$ cat config.mk
export PLATFORM = sky130hd
export DESIGN_NAME = render_frame_sequencer
export DESIGN_NICKNAME = d
export VERILOG_FILES = /design/src/rtl/render_frame_sequencer.sv
export SDC_FILE = /design/constraint.sdc
export NUM_CORES = 1
export LEC_CHECK = 0
export BUFFER_PORTS_ARGS = -buffer_cell sky130_fd_sc_hd__clkbuf_2
export CAP_MARGIN = 20
export CORE_AREA = 2 2 83 65
export DETAILED_ROUTE_END_ITERATION = 8
export DIE_AREA = 0 0 85 67
export PLACE_DENSITY = 0.78
export SYNTH_ARGS = -nofsm -noshare
export SYNTH_HDL_FRONTEND = slang
export SYNTH_SLANG_ARGS = --single-unit
export TNS_END_PERCENT = 10
$ cat constraint.sdc
create_clock -name clk -period 2.2 [get_ports clk]
set_input_delay 0.33 -clock clk [delete_from_list [all_inputs] [get_ports clk]]
set_output_delay 0.33 -clock clk [all_outputs]
set_load 0.1 [all_outputs]
$ cat src/rtl/render_frame_sequencer.sv
`timescale 1ns / 1ps
// -----------------------------------------------------------------------------
// render_frame_sequencer
//
// Per-frame controller for the 3D render datapath
// (a3d_to_2d -> rasterize -> zbuffer -> color BRAM).
// The color BRAM is double-buffered. For each frame the block does three things:
//   1. It clears the back buffer to BG_COLOR.
//   2. It kicks one render pass with a camera location that stays fixed for the frame.
//   3. After the pass finishes, it swaps front/back on the next vsync rising edge,
//      so the VGA reader never sees a partial frame.
// A new frame begins on the same edge that performs the swap.
//
// Optional feature macro: RENDER_TIMEOUT_EN
//   Defined   : RENDER is aborted after TIMEOUT cycles without render_done_in
//               (one-cycle timeout_out pulse). The partial frame is swapped normally.
//   Undefined : RENDER waits indefinitely; timeout_out is tied low.
//
// Ports
//   clk              in   1       system clock (pixel domain)
//   rst_n            in   1       asynchronous active-low reset
//   vsync_in         in   1       active-high VGA vsync level
//   camera_loc_in    in   LOCW    requested camera location
//   camera_valid_in  in   1       camera_loc_in is valid
//   render_done_in   in   1       pulse: last zbuffer write of the pass issued
//   clear_we_out     out  1       back-buffer clear write enable
//   clear_addr_out   out  ADDRW   clear write address
//   clear_data_out   out  COLORW  clear data (BG_COLOR)
//   render_start_out out  1       one-cycle pulse into a3d_to_2d valid_in
//   camera_loc_out   out  LOCW    camera location for the current pass
//   render_en_out    out  1       high in RENDER; gates zbuffer writes
//   back_sel_out     out  1       buffer being written; front = ~back_sel_out
//   frame_done_out   out  1       one-cycle pulse on swap
//   timeout_out      out  1       one-cycle pulse on render abort
//   busy_out         out  1       state != IDLE
// All outputs are registered.
// -----------------------------------------------------------------------------
module render_frame_sequencer #(
  parameter int unsigned       ADDRW    = 12,
  parameter int unsigned       DEPTH    = 4096,
  parameter int unsigned       COLORW   = 10,
  parameter logic [COLORW-1:0] BG_COLOR = '0,
  parameter int unsigned       LOCW     = 30,
  parameter int unsigned       TIMEOUT  = 1_000_000
) (
  input  logic              clk,
  input  logic              rst_n,
  input  logic              vsync_in,
  input  logic [LOCW-1:0]   camera_loc_in,
  input  logic              camera_valid_in,
  input  logic              render_done_in,
  output logic              clear_we_out,
  output logic [ADDRW-1:0]  clear_addr_out,
  output logic [COLORW-1:0] clear_data_out,
  output logic              render_start_out,
  output logic [LOCW-1:0]   camera_loc_out,
  output logic              render_en_out,
  output logic              back_sel_out,
  output logic              frame_done_out,
  output logic              timeout_out,
  output logic              busy_out
);

  // Elaboration-time guard against parameter sets that cannot work.
  if (DEPTH < 1 || DEPTH > (2 ** ADDRW) || TIMEOUT < 1) begin : g_bad_params
    $error("render_frame_sequencer: illegal DEPTH/ADDRW/TIMEOUT combination");
  end

  typedef enum logic [2:0] {
    S_IDLE,
    S_CLEAR,
    S_START,
    S_RENDER,
    S_WAIT_SWAP
  } state_e;

  localparam logic [ADDRW-1:0] LAST_ADDR = ADDRW'(DEPTH - 1);

  // ---------------------------------------------------------------------------
  // Registers and next-state wires
  // ---------------------------------------------------------------------------
  state_e              r_state;
  logic                r_vsync_q;
  logic                r_clear_we;
  logic [ADDRW-1:0]    r_clear_addr;
  logic [COLORW-1:0]   r_clear_data;
  logic                r_render_start;
  logic [LOCW-1:0]     r_camera_loc;
  logic                r_render_en;
  logic                r_back_sel;
  logic                r_frame_done;
  logic                r_busy;

  state_e              w_next_state;
  logic                w_vsync_edge;
  logic                w_frame_start;
  logic                w_clear_we_d;
  logic [ADDRW-1:0]    w_clear_addr_d;
  logic                w_render_start_d;
  logic [LOCW-1:0]     w_camera_loc_d;
  logic                w_render_en_d;
  logic                w_back_sel_d;
  logic                w_frame_done_d;
  logic                w_busy_d;

`ifdef RENDER_TIMEOUT_EN
  // The counter only needs to reach TIMEOUT-1: the expiry decision is made in the
  // TIMEOUT-th RENDER cycle, and the registered pulse appears one cycle later.
  localparam int unsigned     TMRW     = (TIMEOUT > 1) ? $clog2(TIMEOUT) : 1;
  localparam logic [TMRW-1:0] TMR_LAST = TMRW'(TIMEOUT - 1);

  logic            r_timeout;
  logic [TMRW-1:0] r_timer;
  logic            w_timeout_d;
  logic [TMRW-1:0] w_timer_d;
  logic            w_timer_expired;

  assign w_timer_expired = (r_timer == TMR_LAST);
`endif

  assign w_vsync_edge = vsync_in & ~r_vsync_q;

  // ---------------------------------------------------------------------------
  // Next-state / next-output logic
  // ---------------------------------------------------------------------------
  // NOTE: every signal is given a default first, so no path through the case
  // leaves a value unassigned and no latch is inferred.
  always_comb begin
    w_next_state     = r_state;
    w_frame_start    = 1'b0;
    w_clear_we_d     = 1'b0;
    w_clear_addr_d   = r_clear_addr;
    w_render_start_d = 1'b0;
    w_camera_loc_d   = r_camera_loc;
    w_render_en_d    = 1'b0;
    w_back_sel_d     = r_back_sel;
    w_frame_done_d   = 1'b0;
`ifdef RENDER_TIMEOUT_EN
    w_timeout_d      = 1'b0;
    w_timer_d        = r_timer;
`endif

    unique case (r_state)
      S_IDLE: begin
        if (w_vsync_edge) w_frame_start = 1'b1;
      end

      S_CLEAR: begin
        // The current cycle writes r_clear_addr. Stop after the last word,
        // holding the address rather than wrapping.
        if (r_clear_addr == LAST_ADDR) begin
          w_next_state     = S_START;
          w_render_start_d = 1'b1;
        end else begin
          w_clear_we_d   = 1'b1;
          w_clear_addr_d = r_clear_addr + ADDRW'(1);
        end
      end

      S_START: begin
        w_next_state  = S_RENDER;
        w_render_en_d = 1'b1;
`ifdef RENDER_TIMEOUT_EN
        w_timer_d     = '0;
`endif
      end

      S_RENDER: begin
        // A vsync edge here is ignored: the front buffer keeps the previous frame.
        if (render_done_in) begin
          w_next_state = S_WAIT_SWAP;
        end
`ifdef RENDER_TIMEOUT_EN
        else if (w_timer_expired) begin
          w_next_state = S_WAIT_SWAP;
          w_timeout_d  = 1'b1;
        end
`endif
        else begin
          w_render_en_d = 1'b1;
`ifdef RENDER_TIMEOUT_EN
          w_timer_d     = r_timer + TMRW'(1);
`endif
        end
      end

      S_WAIT_SWAP: begin
        if (w_vsync_edge) begin
          w_frame_start  = 1'b1;
          w_back_sel_d   = ~r_back_sel;
          w_frame_done_d = 1'b1;
        end
      end

      default: w_next_state = S_IDLE;
    endcase

    // A frame start (from IDLE or on a swap) latches the camera and begins clearing.
    if (w_frame_start) begin
      w_next_state   = S_CLEAR;
      w_clear_we_d   = 1'b1;
      w_clear_addr_d = '0;
      if (camera_valid_in) w_camera_loc_d = camera_loc_in;
    end

    w_busy_d = (w_next_state != S_IDLE);
  end

  // ---------------------------------------------------------------------------
  // State and output registers
  // ---------------------------------------------------------------------------
  // NOTE: sequential state uses non-blocking assignments, so every register
  // samples the pre-edge values regardless of statement order.
  // NOTE: reset is asynchronous and clears every register; a reset mid-frame
  // stops clear writes and start pulses immediately.
  always_ff @(posedge clk or negedge rst_n) begin
    if (!rst_n) begin
      r_state        <= S_IDLE;
      r_vsync_q      <= 1'b0;
      r_clear_we     <= 1'b0;
      r_clear_addr   <= '0;
      r_clear_data   <= '0;
      r_render_start <= 1'b0;
      r_camera_loc   <= '0;
      r_render_en    <= 1'b0;
      r_back_sel     <= 1'b0;
      r_frame_done   <= 1'b0;
      r_busy         <= 1'b0;
    end else begin
      r_state        <= w_next_state;
      r_vsync_q      <= vsync_in;
      r_clear_we     <= w_clear_we_d;
      r_clear_addr   <= w_clear_addr_d;
      r_clear_data   <= BG_COLOR;
      r_render_start <= w_render_start_d;
      r_camera_loc   <= w_camera_loc_d;
      r_render_en    <= w_render_en_d;
      r_back_sel     <= w_back_sel_d;
      r_frame_done   <= w_frame_done_d;
      r_busy         <= w_busy_d;
    end
  end

`ifdef RENDER_TIMEOUT_EN
  always_ff @(posedge clk or negedge rst_n) begin
    if (!rst_n) begin
      r_timer   <= '0;
      r_timeout <= 1'b0;
    end else begin
      r_timer   <= w_timer_d;
      r_timeout <= w_timeout_d;
    end
  end

  assign timeout_out = r_timeout;
`else
  assign timeout_out = 1'b0;
`endif

  assign clear_we_out     = r_clear_we;
  assign clear_addr_out   = r_clear_addr;
  assign clear_data_out   = r_clear_data;
  assign render_start_out = r_render_start;
  assign camera_loc_out   = r_camera_loc;
  assign render_en_out    = r_render_en;
  assign back_sel_out     = r_back_sel;
  assign frame_done_out   = r_frame_done;
  assign busy_out         = r_busy;

endmodule
==> summary.txt <==
Status
  • Run status: finished, final reports clean

Synth
  • Number of synthesized register bits: 52
  • Synthesized instance count: ~180
  • Cell area after technology mapping: around 2300 sq um
  • Commonest register cell after synthesis: sky130_fd_sc_hd__dfrtp_1
  • Number of synthesized flops with an enable pin: 0
  • Fraction of registers with async set/reset: 100%
  • Cell variety after synth: between 40 and 50
  • Cell taking the most area after synthesis: sky130_fd_sc_hd__dfrtp_1
  • Largest cells by area after synthesis: sky130_fd_sc_hd__dfrtp_1 (57%), sky130_fd_sc_hd__mux2_2 (15%), sky130_fd_sc_hd__buf_4 (3.6%)
  • Proportion of synthesized chip area in sequential cells: between 50% and 60%
  • Synthesized area divided by synthesized cell count: 12.9 sq um
  • Top cell type's share of synthesized area: between 50% and 60%
  • Yosys warns: 0

Global route
  • Wire length of the first global-routing pass: 7600 um
  • Antenna violations before repair: 0
  • GR Overflow Total: 0
  • Maximum number of pins on one net before global-route repair: 53
  • Vias in the first global route: ~1,600
  • Total track usage: 17.4%

Final layout
  • Most frequent cells in the layout: sky130_fd_sc_hd__clkbuf_2 (82), sky130_fd_sc_hd__dfrtp_1 (45), sky130_fd_sc_hd__mux2_2 (30)
  • Filler cell count in the final layout: between 400 and 500
  • Ant. Diodes: 0
  • Register area: around 1300 sq um
  • Post-layout net count: 297
  • Area Growth Syn to Fin: 21.4%
  • Layout cells sized above 1: between 50% and 60%
  • Leading cell type in the layout, fill and taps excluded: sky130_fd_sc_hd__clkbuf_2
  • Area occupied by multi-input gates: between 800 and 900 sq um

Floorplanning
  • X dimension of the die: approximately 85 um
  • Area of the core: about 4800 sq um
  • Standard-cell row count: 22
  • Area enclosed by the die boundary: approximately 5700 sq um
  • Vertical extent of the die: 67 um
  • # IOs: 94
  • Starting utilization of the core area: a little under half

Critical path
  • Type of the worst setup path: reg2reg
  • CP required: about 2.4 ns
  • Arrival time at the worst endpoint: around 2.2 ns
  • Launching element type of the critical path: flop
  • Worst Path Max Fanout: 9
  • First element of the critical path: r_state[2]
  • Source of the worst register-to-register timing path: r_state[2]
  • Kind of end point of the critical path: flop

STA
  • Final Max Slew Viols: 0
  • Least-Margin Pin Slew: 0.640 ns
  • Worst-case headroom to the max-slew limit: 57.4%
  • Worst-case clock skew: ~0.009 ns
  • Finish-stage setup viols: 0
  • Achievable clock frequency: around 510 MHz
  • Final Hold Fails: 0
  • Summed negative setup slack over all endpoints: 0 ns
  • Fraction of the cycle the final worst path needs: about 90%
  • Minimum period implied by the final worst setup slack: 1.96 ns
  • Unrepaired setup endpoints after global routing: no

Route
  • Max Used Layer: met4
  • Number of routed nets with antenna violations: 0
  • Via Count: roughly 1,600
  • Met2 routed wirelength: 2080 um
  • DRC violations left: 0
  • Total length of routed met3 wires: about 280 um
  • Ratio of routed vias to standard cells: approximately 5.1
  • First-pass iteration count of the detailed router: 4
  • DRC violation total after the first TritonRoute iteration: between 80 and 90
  • WL met1: around 2100 um
  • Final WL: between 4000 and 5000 um
  • Routed WL per cell: around 14 um

Clock network
  • Post-cts hold buffer count: 0
  • Total clock buffers created by CTS: 5
  • Clock latency reported for the late side of the worst-skew pair: roughly 0.31 ns
  • Clock Pin Slew Worst Setup and Hold Paths: about 0.09 ns
  • Number of setup buffers added after CTS: 0
  • Root buffer cell: sky130_fd_sc_hd__clkbuf_8
  • Max H-tree Level: 2
  • Number of cells upsized or downsized after cts: 0
  • Sinks on Clock Net: 52
  • Clock tree from TritonCTS: yes
  • Clock Path Buffers: 2

Placed design
  • Detailed placement HPWL: approximately 3300 um
  • Count of buffers inserted at the top-level ports: between 80 and 90
  • Final weighted congestion in routability-driven placement: 0.860

Min path
  • Type of the most critical hold path: in2async

Job
  • Max-cap check violation count: 0
## critical path: stages (launching register included)
cell                      delay [ns]
sky130_fd_sc_hd__dfrtp_1        0.44
sky130_fd_sc_hd__or3b_1         0.51
sky130_fd_sc_hd__or2_4          0.32
sky130_fd_sc_hd__or4_1          0.49
sky130_fd_sc_hd__a21oi_1        0.14
## logic make-up after synthesis
logic type | count (synthesis) | synth area share [%]
muxes | 32 | 15.7
and+or+nand+nor | 48 | 11.9
adders and majority gates | 1 | 0.549
AOI/OAI and AO/OA | 19 | 5.93
DFF | 52 | 57.1
xor gates and xnor gates | 2 | 0.769
buffers and inverters | 21 | 7.80
other | 1 | 0.165
## synth_stat cells (2+ instances only)
master and n:
sky130_fd_sc_hd__a21oi_1 2, sky130_fd_sc_hd__a31oi_1 3, sky130_fd_sc_hd__and3_1 2, sky130_fd_sc_hd__buf_2 3, sky130_fd_sc_hd__buf_4 11, sky130_fd_sc_hd__buf_6 2, sky130_fd_sc_hd__dfrtp_1 52, sky130_fd_sc_hd__inv_1 3
sky130_fd_sc_hd__mux2_2 30, sky130_fd_sc_hd__mux2i_1 2, sky130_fd_sc_hd__nand2_1 7, sky130_fd_sc_hd__nand2b_1 2, sky130_fd_sc_hd__nand3_1 4, sky130_fd_sc_hd__nand4_1 6, sky130_fd_sc_hd__nor2_1 6, sky130_fd_sc_hd__nor2b_1 2
sky130_fd_sc_hd__nor3_1 7, sky130_fd_sc_hd__nor3b_1 2, sky130_fd_sc_hd__o211ai_1 3, sky130_fd_sc_hd__o21ai_0 2, sky130_fd_sc_hd__o31ai_1 3, sky130_fd_sc_hd__or3_2 2
## routing by layer
layer  GRT usage (%)  vias to the layer above
li1                -                      782
met1            23.3                      789
met2            26.1                       65
met3            4.71                        7
met4            8.33                        0
met5               0                        -
## per-stage QoR
step	setup slack (ns)	cells	hold WS (ns)	utilization [%]	instance area [sq um]
final	0.242	322	0.125	57.4	2770
after global routing	0.0748	322	0.126	57.4	2770
after CTS	0.228	322	0.130	57.4	2770
after detailed placement	0.228	314	0.453	55.5	2670
after global placement	0.249	314	0.457	55.5	2670
after floorplan	0.0178	186	0.0344	-	2320
## flip-flops by register name, summed over array words and instances, names as in the netlist
register	flops
camera_loc_out	30
r_state	3
back_sel_out	1
r_vsync_q	1
render_start_out	1
frame_done_out	1
render_en_out	1
busy_out	1
clear_we_out	1
clear_addr_out	12
## cell type report
type	count	share of cell area, %
Sequential cell	52	47.4
Inverter	3	0.407
Multi-Input combinational cell	113	30.2
Tap cell	60	2.71
Clock buffer	6	2.99
Timing Repair Buffer	86	15.9
Clock inverter	2	0.362
## worst paths after layout
kind / to / cells after the start / slack (ns)
worst max-delay path: clear_addr_out[10] / 4 / 0.24
worst min-delay path: camera_loc_out[9] / 2 / 0.13
min in group clk: r_vsync_q / 1 / 0.15
max in group asynchronous: clear_addr_out[4] / 2 / 1.62
worst max register to register: clear_addr_out[10] / 4 / 0.24
worst min register to register: back_sel_out / 1 / 0.49
Power is not shown: default switching activity piles up to over one toggle a cycle in this logic, so the estimate is an artifact.
